`src/rtl/sejf_pkg.sv`:
```
// ---------------------------------------------------------------------------
// sejf_pkg
// Shared definitions for the safe's combination supervisor.
//   - state codes for the programming / lockout FSM
//   - default digit width
//   - digit-select codes driven by the master lock FSM
//   - prog_idx code shown while a staged combination awaits confirm
// ---------------------------------------------------------------------------
package sejf_pkg;

    localparam int DIGIT_W_DEF = 6;

    typedef logic [2:0] state_t;

    localparam state_t ST_IDLE    = 3'd0;
    localparam state_t ST_CAP0    = 3'd1;
    localparam state_t ST_CAP1    = 3'd2;
    localparam state_t ST_CAP2    = 3'd3;
    localparam state_t ST_PCONF   = 3'd4;
    localparam state_t ST_LOCKOUT = 3'd5;

    localparam logic [1:0] SEL_D0 = 2'd0;
    localparam logic [1:0] SEL_D1 = 2'd1;
    localparam logic [1:0] SEL_D2 = 2'd2;

    localparam logic [1:0] PIDX_CONF = 2'd3;

endpackage

```
`src/rtl/lockout_timer.sv`:
```
// ---------------------------------------------------------------------------
// lockout_timer
// Loadable down-counter that times the entry lockout window.
// Ports:
//   clk_i      - clock, rising edge
//   rst_ni     - asynchronous active-low reset, counter clears to 0
//   load_i     - load load_val_i (has priority over counting)
//   load_val_i - value to load
//   en_i       - decrement by one per cycle while nonzero
//   zero_o     - counter currently equals zero
// ---------------------------------------------------------------------------
module lockout_timer #(
    parameter int W = 10
) (
    input  logic         clk_i,
    input  logic         rst_ni,
    input  logic         load_i,
    input  logic [W-1:0] load_val_i,
    input  logic         en_i,
    output logic         zero_o
);

    logic [W-1:0] cnt_q;
    logic [W-1:0] cnt_d;

    always_comb begin
        cnt_d = cnt_q;
        if (load_i) begin
            cnt_d = load_val_i;
        end else if (en_i && (cnt_q != '0)) begin
            cnt_d = cnt_q - 1'b1;
        end
    end

    always_ff @(posedge clk_i or negedge rst_ni) begin
        if (!rst_ni) begin
            cnt_q <= '0;
        end else begin
            cnt_q <= cnt_d;
        end
    end

    assign zero_o = (cnt_q == '0);

endmodule

```
`src/rtl/combo_prog_ctrl.sv`:
```
// ---------------------------------------------------------------------------
// combo_prog_ctrl
// Combination store and supervisor for the safe.  Holds the three stored
// digits, serves the comparator's reference digit, sequences reprogramming
// while unlocked, and enforces a timed lockout after repeated bad entries.
// Ports:
//   clk          - clock, rising edge
//   rst          - asynchronous active-low reset
//   unlocked     - master FSM is in its unlocked state
//   prog_req     - pulse: start or cancel programming
//   confirm      - pulse: commit staged combination
//   dirch        - pulse: dial direction change, captures one digit
//   knob_val     - current dial position
//   sel          - digit select from master FSM
//   bad_attempt  - pulse: entry rejected
//   good_attempt - pulse: entry accepted
//   ref_digit    - stored digit chosen by sel (combinational)
//   prog_active  - in a programming state
//   prog_idx     - digit awaiting capture, 3 while awaiting confirm
//   lockout      - entry locked out
//   fail_cnt     - consecutive bad attempts
//   prog_done    - pulse: new combination committed
//   prog_err     - pulse: programming aborted or rejected
// ---------------------------------------------------------------------------
module combo_prog_ctrl
    import sejf_pkg::*;
#(
    parameter int                 DIGIT_W     = DIGIT_W_DEF,
    parameter int                 MAX_FAIL    = 3,
    parameter int                 LOCKOUT_CYC = 1000,
    parameter logic [DIGIT_W-1:0] DEF_C0      = 6'd10,
    parameter logic [DIGIT_W-1:0] DEF_C1      = 6'd20,
    parameter logic [DIGIT_W-1:0] DEF_C2      = 6'd30
) (
    input  logic                            clk,
    input  logic                            rst,
    input  logic                            unlocked,
    input  logic                            prog_req,
    input  logic                            confirm,
    input  logic                            dirch,
    input  logic [DIGIT_W-1:0]              knob_val,
    input  logic [1:0]                      sel,
    input  logic                            bad_attempt,
    input  logic                            good_attempt,
    output logic [DIGIT_W-1:0]              ref_digit,
    output logic                            prog_active,
    output logic [1:0]                      prog_idx,
    output logic                            lockout,
    output logic [$clog2(MAX_FAIL+1)-1:0]   fail_cnt,
    output logic                            prog_done,
    output logic                            prog_err
);

    localparam int FC_W  = $clog2(MAX_FAIL + 1);
    localparam int TMR_W = $clog2(LOCKOUT_CYC);

    localparam logic [DIGIT_W-1:0] DEF_C [3] = '{DEF_C0, DEF_C1, DEF_C2};

    // ------------------------------------------------------------------
    // State and registered outputs
    // ------------------------------------------------------------------
    state_t          state_q, state_d;
    logic            prog_active_q, prog_active_d;
    logic [1:0]      prog_idx_q, prog_idx_d;
    logic            lockout_q, lockout_d;
    logic [FC_W-1:0] fail_cnt_q, fail_cnt_d;
    logic            prog_done_q, prog_done_d;
    logic            prog_err_q, prog_err_d;

    // Events decided by the next-state logic
    logic            commit_ev;
    logic            err_ev;
    logic            cap_ev;
    logic            lock_ev;
    logic            lock_exit_ev;
    logic [1:0]      cap_idx;

    logic [DIGIT_W-1:0] c_q [3];
    logic [DIGIT_W-1:0] s_q [3];

    logic tmr_zero;
    logic in_prog;
    logic count_bad;

    assign in_prog   = (state_q == ST_CAP0) || (state_q == ST_CAP1) ||
                       (state_q == ST_CAP2) || (state_q == ST_PCONF);
    // Attempts only count while idle; programming ignores them.
    assign count_bad = (state_q == ST_IDLE) && bad_attempt;

    // ------------------------------------------------------------------
    // State register (with registered outputs)
    // ------------------------------------------------------------------
    always_ff @(posedge clk or negedge rst) begin
        if (!rst) begin
            state_q       <= ST_IDLE;
            prog_active_q <= 1'b0;
            prog_idx_q    <= 2'd0;
            lockout_q     <= 1'b0;
            fail_cnt_q    <= '0;
            prog_done_q   <= 1'b0;
            prog_err_q    <= 1'b0;
        end else begin
            state_q       <= state_d;
            prog_active_q <= prog_active_d;
            prog_idx_q    <= prog_idx_d;
            lockout_q     <= lockout_d;
            fail_cnt_q    <= fail_cnt_d;
            prog_done_q   <= prog_done_d;
            prog_err_q    <= prog_err_d;
        end
    end

    // ------------------------------------------------------------------
    // Next-state logic
    // ------------------------------------------------------------------
    always_comb begin
        state_d      = state_q;
        commit_ev    = 1'b0;
        err_ev       = 1'b0;
        cap_ev       = 1'b0;
        lock_ev      = 1'b0;
        lock_exit_ev = 1'b0;
        cap_idx      = 2'd0;
        unique case (state_q)
            ST_IDLE: begin
                // A lockout-triggering bad attempt beats a simultaneous
                // programming request.
                if (count_bad && (fail_cnt_q == FC_W'(MAX_FAIL - 1))) begin
                    lock_ev = 1'b1;
                    state_d = ST_LOCKOUT;
                end else if (prog_req && unlocked) begin
                    state_d = ST_CAP0;
                end
            end
            ST_CAP0, ST_CAP1, ST_CAP2, ST_PCONF: begin
                // Losing the unlocked state aborts before anything else.
                if (!unlocked || prog_req) begin
                    err_ev  = 1'b1;
                    state_d = ST_IDLE;
                end else if (state_q == ST_PCONF) begin
                    if (confirm) begin
                        state_d = ST_IDLE;
                        // A combination of three equal digits is refused.
                        if ((s_q[0] == s_q[1]) && (s_q[1] == s_q[2])) begin
                            err_ev = 1'b1;
                        end else begin
                            commit_ev = 1'b1;
                        end
                    end
                end else if (dirch) begin
                    cap_ev  = 1'b1;
                    cap_idx = 2'(state_q - ST_CAP0);
                    state_d = state_q + 3'd1;
                end
            end
            ST_LOCKOUT: begin
                if (tmr_zero) begin
                    lock_exit_ev = 1'b1;
                    state_d      = ST_IDLE;
                end
            end
            default: begin
                state_d = ST_IDLE;
            end
        endcase
    end

    // ------------------------------------------------------------------
    // Output logic (values loaded into the output registers)
    // ------------------------------------------------------------------
    always_comb begin
        prog_active_d = 1'b0;
        prog_idx_d    = 2'd0;
        lockout_d     = (state_d == ST_LOCKOUT);
        prog_done_d   = commit_ev;
        prog_err_d    = err_ev;
        fail_cnt_d    = fail_cnt_q;
        unique case (state_d)
            ST_CAP0:  begin prog_active_d = 1'b1; prog_idx_d = SEL_D0;    end
            ST_CAP1:  begin prog_active_d = 1'b1; prog_idx_d = SEL_D1;    end
            ST_CAP2:  begin prog_active_d = 1'b1; prog_idx_d = SEL_D2;    end
            ST_PCONF: begin prog_active_d = 1'b1; prog_idx_d = PIDX_CONF; end
            default:  begin prog_active_d = 1'b0; prog_idx_d = 2'd0;      end
        endcase
        if (lock_exit_ev) begin
            fail_cnt_d = '0;
        end else if (count_bad) begin
            fail_cnt_d = fail_cnt_q + 1'b1;
        end else if ((state_q == ST_IDLE) && good_attempt) begin
            fail_cnt_d = '0;
        end
    end

    assign prog_active = prog_active_q;
    assign prog_idx    = prog_idx_q;
    assign lockout     = lockout_q;
    assign fail_cnt    = fail_cnt_q;
    assign prog_done   = prog_done_q;
    assign prog_err    = prog_err_q;

    // ------------------------------------------------------------------
    // Staged and committed digit registers
    // ------------------------------------------------------------------
    generate
        for (genvar gi = 0; gi < 3; gi++) begin : g_digit
            always_ff @(posedge clk or negedge rst) begin
                if (!rst) begin
                    s_q[gi] <= '0;
                    c_q[gi] <= DEF_C[gi];
                end else begin
                    if (cap_ev && (cap_idx == 2'(gi))) begin
                        s_q[gi] <= knob_val;
                    end
                    if (commit_ev) begin
                        c_q[gi] <= s_q[gi];
                    end
                end
            end
        end
    endgenerate

    // Reference digit is combinational so the comparator sees no latency.
    always_comb begin
        unique case (sel)
            SEL_D0:  ref_digit = c_q[0];
            SEL_D1:  ref_digit = c_q[1];
            SEL_D2:  ref_digit = c_q[2];
            default: ref_digit = '0;
        endcase
    end

    // ------------------------------------------------------------------
    // Lockout timer: loaded on entry so lockout lasts LOCKOUT_CYC cycles
    // ------------------------------------------------------------------
    lockout_timer #(
        .W (TMR_W)
    ) u_lockout_timer (
        .clk_i      (clk),
        .rst_ni     (rst),
        .load_i     (lock_ev),
        .load_val_i (TMR_W'(LOCKOUT_CYC - 1)),
        .en_i       (state_q == ST_LOCKOUT),
        .zero_o     (tmr_zero)
    );

endmodule
```
`config.mk`:
```
export PLATFORM = sky130hd
export DESIGN_NAME = combo_prog_ctrl
export DESIGN_NICKNAME = d
export VERILOG_FILES = /design/src/rtl/sejf_pkg.sv /design/src/rtl/lockout_timer.sv /design/src/rtl/combo_prog_ctrl.sv
export SDC_FILE = /design/constraint.sdc
export NUM_CORES = 1
export LEC_CHECK = 0
export ABC_AREA = 1
export CELL_PAD_IN_SITES_DETAIL_PLACEMENT = 1
export CELL_PAD_IN_SITES_GLOBAL_PLACEMENT = 2
export CORE_ASPECT_RATIO = 0.7
export CORE_UTILIZATION = 34
export DETAILED_ROUTE_END_ITERATION = 7
export MAX_ROUTING_LAYER = met4
export PLACE_DENSITY_LB_ADDON = 0.1
export SYNTH_ARGS = -nofsm -noshare
export SYNTH_HDL_FRONTEND = slang
export SYNTH_HIERARCHICAL = 1
export SYNTH_SLANG_ARGS = --single-unit
```
`constraint.sdc`:
```
create_clock -name clk -period 2.4 [get_ports clk]
set_input_delay 0.48 -clock clk [delete_from_list [all_inputs] [get_ports clk]]
set_output_delay 0.48 -clock clk [all_outputs]
set_load 0.05 [all_outputs]
```
==> results of run 1 <==
worst max-delay path, stage by stage:
cell             delay [ns]
clkdlybuf4s50_1        0.46
nor2_1                 0.37
nand2_1                0.09
nand3_1                0.16
buf_12                 0.15
logic make-up (layout without fill, tap and decap cells):
family / Yosys count / in the layout / share of synthesized area [%]
AO/OA/AOI/OAI: 41 / 41 / 7.38
XOR/XNOR: 4 / 4 / 1.08
adder cells (fa/ha/maj): 6 / 6 / 2.31
buffers and inverters: 61 / 102 / 8.61
flip-flops: 57 / 57 / 44.1
multiplexers: 1 / 1 / 0.346
other: 2 / 10 / 0.231
AND/OR/NAND/NOR: 257 / 257 / 35.9
layer usage:
metal / vias to the layer above / part of all wire, % / GRT usage [%]
li1: 1456 / - / -
met1: 1359 / 58 / 29.2
met2: 36 / 39 / 25.5
met3: 4 / 2.5 / 3.96
met4: 0 / 0.29 / 5.52
met5: - / 0 / -
power breakdown:
group          total [mW]  internal (mW)  leakage [nW]  switching, mW
Sequential           1.73           1.36         0.717          0.371
Combinational        2.06          0.779          1.17           1.28
Clock                1.38          0.945         0.162          0.435
Total                5.17           3.08          2.05           2.09
state kept, by name, indices dropped and copies added, names as in the netlist:
signal,cells
c_q,18
fail_cnt,2
lockout,1
prog_active,1
prog_done,1
prog_err,1
prog_idx,2
s_q,18
state_q,3
u_lockout_timer/cnt_q,10
cells in the final DEF, fill, tap and decap left out, drive strengths merged, types with 4 or more instances in the layout:
cell           synthesis  final
nor3                   4      4
nand2                156    156
nand4                 21     21
buf                   11     16
dfstp                  8      8
dfrtp                 49     49
conb                   2     10
nand3b                 4      4
inv                   47     47
ha                     6      6
xnor2                  4      4
o21ai                 29     29
a21oi                 10     10
clkbuf                 2     15
nor2                  38     38
nand3                 33     33
clkdlybuf4s50          0     22
final timing paths:
path	from	endpoint	slack [ns]	cells after the start
max in group asynchronous	rst	c_q[2]	1.55	2
min reg2reg	c_q[4]	c_q[4]	0.46	2
min in group clk	c_q[4]	c_q[4]	0.46	2
min	rst	prog_idx[1]	0.17	1
max	sel[0]	ref_digit[5]	0.21	5
max reg2reg	u_lockout_timer/cnt_q[0]	prog_active	0.32	11
layout make-up:
type	instances	area (um2)	share of cell area, %
multi-input combinational	319	1570	38.4
sequential	57	1440	35.1
clock buffer	15	298	7.27
clock inverter	1	30.0	0.733
inverter	48	180	4.40
timing repair buffer	38	425	10.4
tap	124	155	3.79
what timing repair did:
item	4_1_cts	5_1_grt
gates resized for setup	0	1
endpoints found under the setup margin	0	1
endpoints found under the hold margin	0	0
==> results.ini, run 1 <==
[clock_tree]
path_clk_slew_ns=0.05
cts-htree-levels=3
tritoncts.num_buffers=9
clock_latency_ns=0.32
cts.hold.buffers_added=0
cell_at_the_root_of_the_clock_tree=clkbuf_16
cts-root-to-sink-buffers=2
clock_sinks=57
cts_tree=yes
postCtsSetupRepairBufs=0

[global_route]
grt_antenna_before_repair=0
grtUsageTotal_pct=19.3
grt_max_degree=33
overflow=0
first_global_vias=2845
grt_pass1_wl_um=14600

[setup_path]
critical_path.startpoint_type=input pin
worst_ep_arrival_time_ns=1.71
worst_setup_path_end_kind=output pin
worst_ep_required_time_ns=1.92
criticalPathCategory=input pin to output pin
timing.critical_path.fanout_max=6

[floorplanning]
floorplan.initialDensity_pct=35.5
core-area_um2=9180
core.rowCount=29
top_level_ports=30
chipHeight_um=83.9
die_width_um=119
die_area_um2=9980

[drt]
dr.first_iter.drc_count=95
route.vias.total=2855
detail_route.vias_per_cell=4.74
dr.pass1.iters=4
ant_nets=0
routed_wire_length_per_instance_um=14.1
detail_route.wirelength_um=8480
remaining_drc_errors=0

[placed_design]
port-buffer-count=29
pre_cts_ws_ns=0.116
detailed_place_hpwl_um=6430
placed_cell_area_um2=3770
dpl.cell_count=586
place.gp.congestion=0.784

[synth]
synth_area_leader_cell=dfrtp_1
yosys.area.top_type_share_pct=37.7
yosys-top-cells-count=148 x nand2_1, 49 x dfrtp_1, 44 x inv_1
yosys.cell_count.top_type=nand2_1
synth_cell_types=35
ys_dominant_reg_cell=dfrtp_1
synth.yosys.seq_area_share_pct=44.1
netlist_area_um2=3260
average_footprint_of_a_synthesized_cell_um2=7.59
synth_edf_count=0
ys_ff_latch=57
ys_top_cells_by_area=dfrtp_1 38%, nand2_1 17%, dfstp_2 6.5%
synth.yosys.warnings=6
postSynth.asyncResetShare_pct=100
post_synth_inst_count=429

[finish]
final_util_pct=44.6
area_growth_from_synthesis_to_layout_pct=25.8
post_route_cells_drive_above_1_share_pct=14.4
filler_cell_count=1118
antennaDiodeCount=0
final_net_count=495
stdcell_count=602
stdcell_area_um2=4100

[power_and_ir_drop]
power.density_nw_per_um2=1260
cellLeakagePower_nw=2.05
maximum_resistive_drop_on_vdd_mv=0.615
power_mw=5.17

[timing]
final_critical_path_setup_slack_ns=0.205
clock_skew_ns=0.00606
finalHoldViolations=0
final_max_slew_viol_count=0
timing.fmax_ghz=0.456
finalSetupViolCount=0
fin_crit_ns=2.19
period_share_pct=91.4
grt_setup_unrepaired=false
minimum_hold_slack_ns=0.173
worst_slew_pin_slew_ns=0.639
slew-limit-headroom_pct=57.4
finalSetupTns_ns=0

[worst_hold_path]
min-delay-path-class=input pin to asynchronous set/reset pin

[outcome]
status=complete, no violations

[flow_run]
maxCapViolations=0

(Power assumes the default switching activity.)
==> run 2: changes to the inputs <==
Settings changed: CORE_UTILIZATION 34 to 37, DONT_BUFFER_PORTS set to 1.
==> run 2 against run 1 <==
Hold slack got worse by 0.15 ns; first-iteration DRC count decreased by 12%; final cell count fell by 5.1%; wire length down 3.9%; register-to-register slack lost 0.02 ns; global-route usage grew 0.96 points; core utilization fell by 0.20 points; critical endpoint is now prog_active; largest power group is now sequential cells.
==> results.ini, run 2 (synthesis results as in run 1) <==
[clock_tree]
postCtsSetupRepairBufs=0  ; unchanged
clock_latency_ns=0.32  ; about the same
cts-root-to-sink-buffers=2  ; unchanged
clock_sinks=57  ; unchanged
tritoncts.num_buffers=9  ; unchanged
cts-htree-levels=3  ; unchanged
cell_at_the_root_of_the_clock_tree=clkbuf_16  ; unchanged
path_clk_slew_ns=0.05  ; about the same
cts_tree=yes  ; unchanged

[timing]
finalSetupTns_ns=0  ; unchanged
clock_skew_ns=0.00511  ; was 0.00606 ns
final_max_slew_viol_count=0  ; unchanged
worst_slew_pin_slew_ns=0.563  ; was 0.639 ns
slew-limit-headroom_pct=62.4  ; was 57.4%
period_share_pct=87.4  ; was 91.4%
fin_crit_ns=2.10  ; was 2.19 ns
grt_setup_unrepaired=false  ; unchanged
finalHoldViolations=0  ; unchanged
timing.fmax_ghz=0.477  ; was 0.456 GHz
finalSetupViolCount=0  ; unchanged

[setup_path]
worst_setup_path_end_kind=flop  ; was output pin
cpLargestDelayFamily=simple AND/OR/NAND/NOR gates  ; unchanged
criticalPathCategory=flop to flop  ; was input pin to output pin
crit_path_top_delay_cell=dfrtp_1  ; was clkdlybuf4s50_1
worst_ep_required_time_ns=2.67  ; was 1.92 ns
crit_path_max_incr_delay_ns=0.37  ; was 0.46 ns
critical_path.cell_chain=inv_1 > ha_1 > nand3_1 > nor3_1 > nor2_1 > o21ai_0 > nand3_1 > nand2_1 > nand2_1 > nand2_1 > nand2_1 > inv_1  ; was clkdlybuf4s50_1 > nor2_1 > nand2_1 > nand3_1 > buf_12
timing.critical_path.fanout_max=5  ; was 6
critical-path-top-cell-by-count=nand2_1
critical_path.startpoint_type=flop  ; was input pin
reg2reg_setup_slack_ns=0.30  ; was 0.32 ns
critPathBufInv=2  ; unchanged
worst_ep_arrival_time_ns=2.36  ; was 1.71 ns

[global_route]
grt_antenna_before_repair=0  ; unchanged
grt_max_degree=58  ; was 33
grt_pass1_wl_um=13700  ; was 14600 um
overflow=0  ; unchanged
grtUsageTotal_pct=20.3  ; was 19.3%
first_global_vias=2639  ; was 2845

[drt]
detail_route.vias_per_cell=4.74  ; about the same
routed_wire_length_per_instance_um=14.3  ; was 14.1 um
detail_route.wirelength_um=8150  ; was 8480 um
dr.first_iter.drc_count=84  ; was 95
remaining_drc_errors=0  ; unchanged
ant_nets=0  ; unchanged
dr.pass1.iters=4  ; unchanged
route.vias.total=2706  ; was 2855

[finish]
final_util_pct=44.4  ; was 44.6%
most_common_cell_after_layout_fill_and_taps_aside=nand2_1  ; unchanged
antennaDiodeCount=0  ; unchanged
post_route_cells_drive_above_1_share_pct=14.0  ; was 14.4%
mostFrequentLayoutCells=148 x nand2_1, 49 x dfrtp_1, 44 x inv_1, 33 x nor2_1, 31 x nand3_1  ; was 148 x nand2_1, 49 x dfrtp_1, 44 x inv_1, 32 x nor2_1, 31 x nand3_1
filler_cell_count=1074  ; was 1118
regArea_um2=1440  ; unchanged
largestRegisters=c_q x18, s_q x18, u_lockout_timer/cnt_q x10  ; unchanged
area_of_combinational_cells_with_multiple_inputs_um2=1570  ; about the same
final_net_count=468  ; was 495
area_growth_from_synthesis_to_layout_pct=15.7  ; was 25.8%

[flow_run]
maxCapViolations=0  ; unchanged

[power_and_ir_drop]
power_mw=4.95  ; was 5.17 mW
maximum_resistive_drop_on_vdd_mv=0.523  ; was 0.615 mV
cellLeakagePower_nw=1.93  ; was 2.05 nW
power.density_nw_per_um2=1310  ; was 1260 nW/um2

[placed_design]
place.gp.congestion=0.770  ; was 0.784
detailed_place_hpwl_um=6100  ; was 6430 um
port-buffer-count=0  ; was 29

[floorplanning]
core-area_um2=8480  ; was 9180 um2
die_width_um=114  ; was 119 um
die_area_um2=9180  ; was 9980 um2
chipHeight_um=80.5  ; was 83.9 um
top_level_ports=30  ; unchanged
core.rowCount=28  ; was 29
floorplan.initialDensity_pct=38.4  ; was 35.5%

[outcome]
status=complete, no violations  ; unchanged

[worst_hold_path]
min-delay-path-class=input pin to asynchronous set/reset pin  ; unchanged

-- run 2: cell count changes in the layout (fill, tap and decap cells not counted), sizes merged --
cell | previous run | this run
buf | 16 | 11
clkdlybuf4s50 | 22 | 0
-- run 2: cell type report --
type	count	area share, %
Multi-Input combinational cell	319	41.7
Clock inverter	1	0.797
Tap cell	120	3.99
Sequential cell	57	38.1
Inverter	48	4.78
Timing Repair Buffer	11	2.72
Clock buffer	15	7.91
-- run 2: repair_timing --
item	CTS	global route
resized for setup	0	0
hold buffers	1	0
endpoints found under the hold margin	57	0
-- run 2: metal layers --
layer	part of all wire, %	GRT usage, %	vias up
li1	-	-	1400
met1	55	29.9	1266
met2	41	27.0	32
met3	2.9	4.68	8
met4	1.1	6.23	0
met5	0	-	-
-- run 2: path summary, 6_finish.rpt --
kind	from	to	cells after the start
hold / removal	rst	c_q[11]	1
setup / recovery	u_lockout_timer/cnt_q[0]	prog_active	12
min in group clk	knob_val[2]	s_q[2]	2
hold reg to reg	c_q[10]	c_q[10]	2
max in group asynchronous	rst	c_q[13]	1
setup reg to reg	u_lockout_timer/cnt_q[0]	prog_active	12
-- run 2: stage by stage --
step	setup slack [ns]	hold slack (ns)	area [um2]	std cells
after floorplan	0.571	0.184	3290	437
after global placement	0.439	0.185	3410	554
after detailed placement	0.329	0.185	3410	554
after CTS	0.304	0.0339	3770	571
after global routing	0.0811	0.0338	3770	571
final	0.303	0.0188	3770	571
-- run 2: where the power goes --
part           internal [mW]  switching, mW
logic                  0.620           1.13
registers               1.36          0.480
clock network          0.944          0.424
total                   2.92           2.03
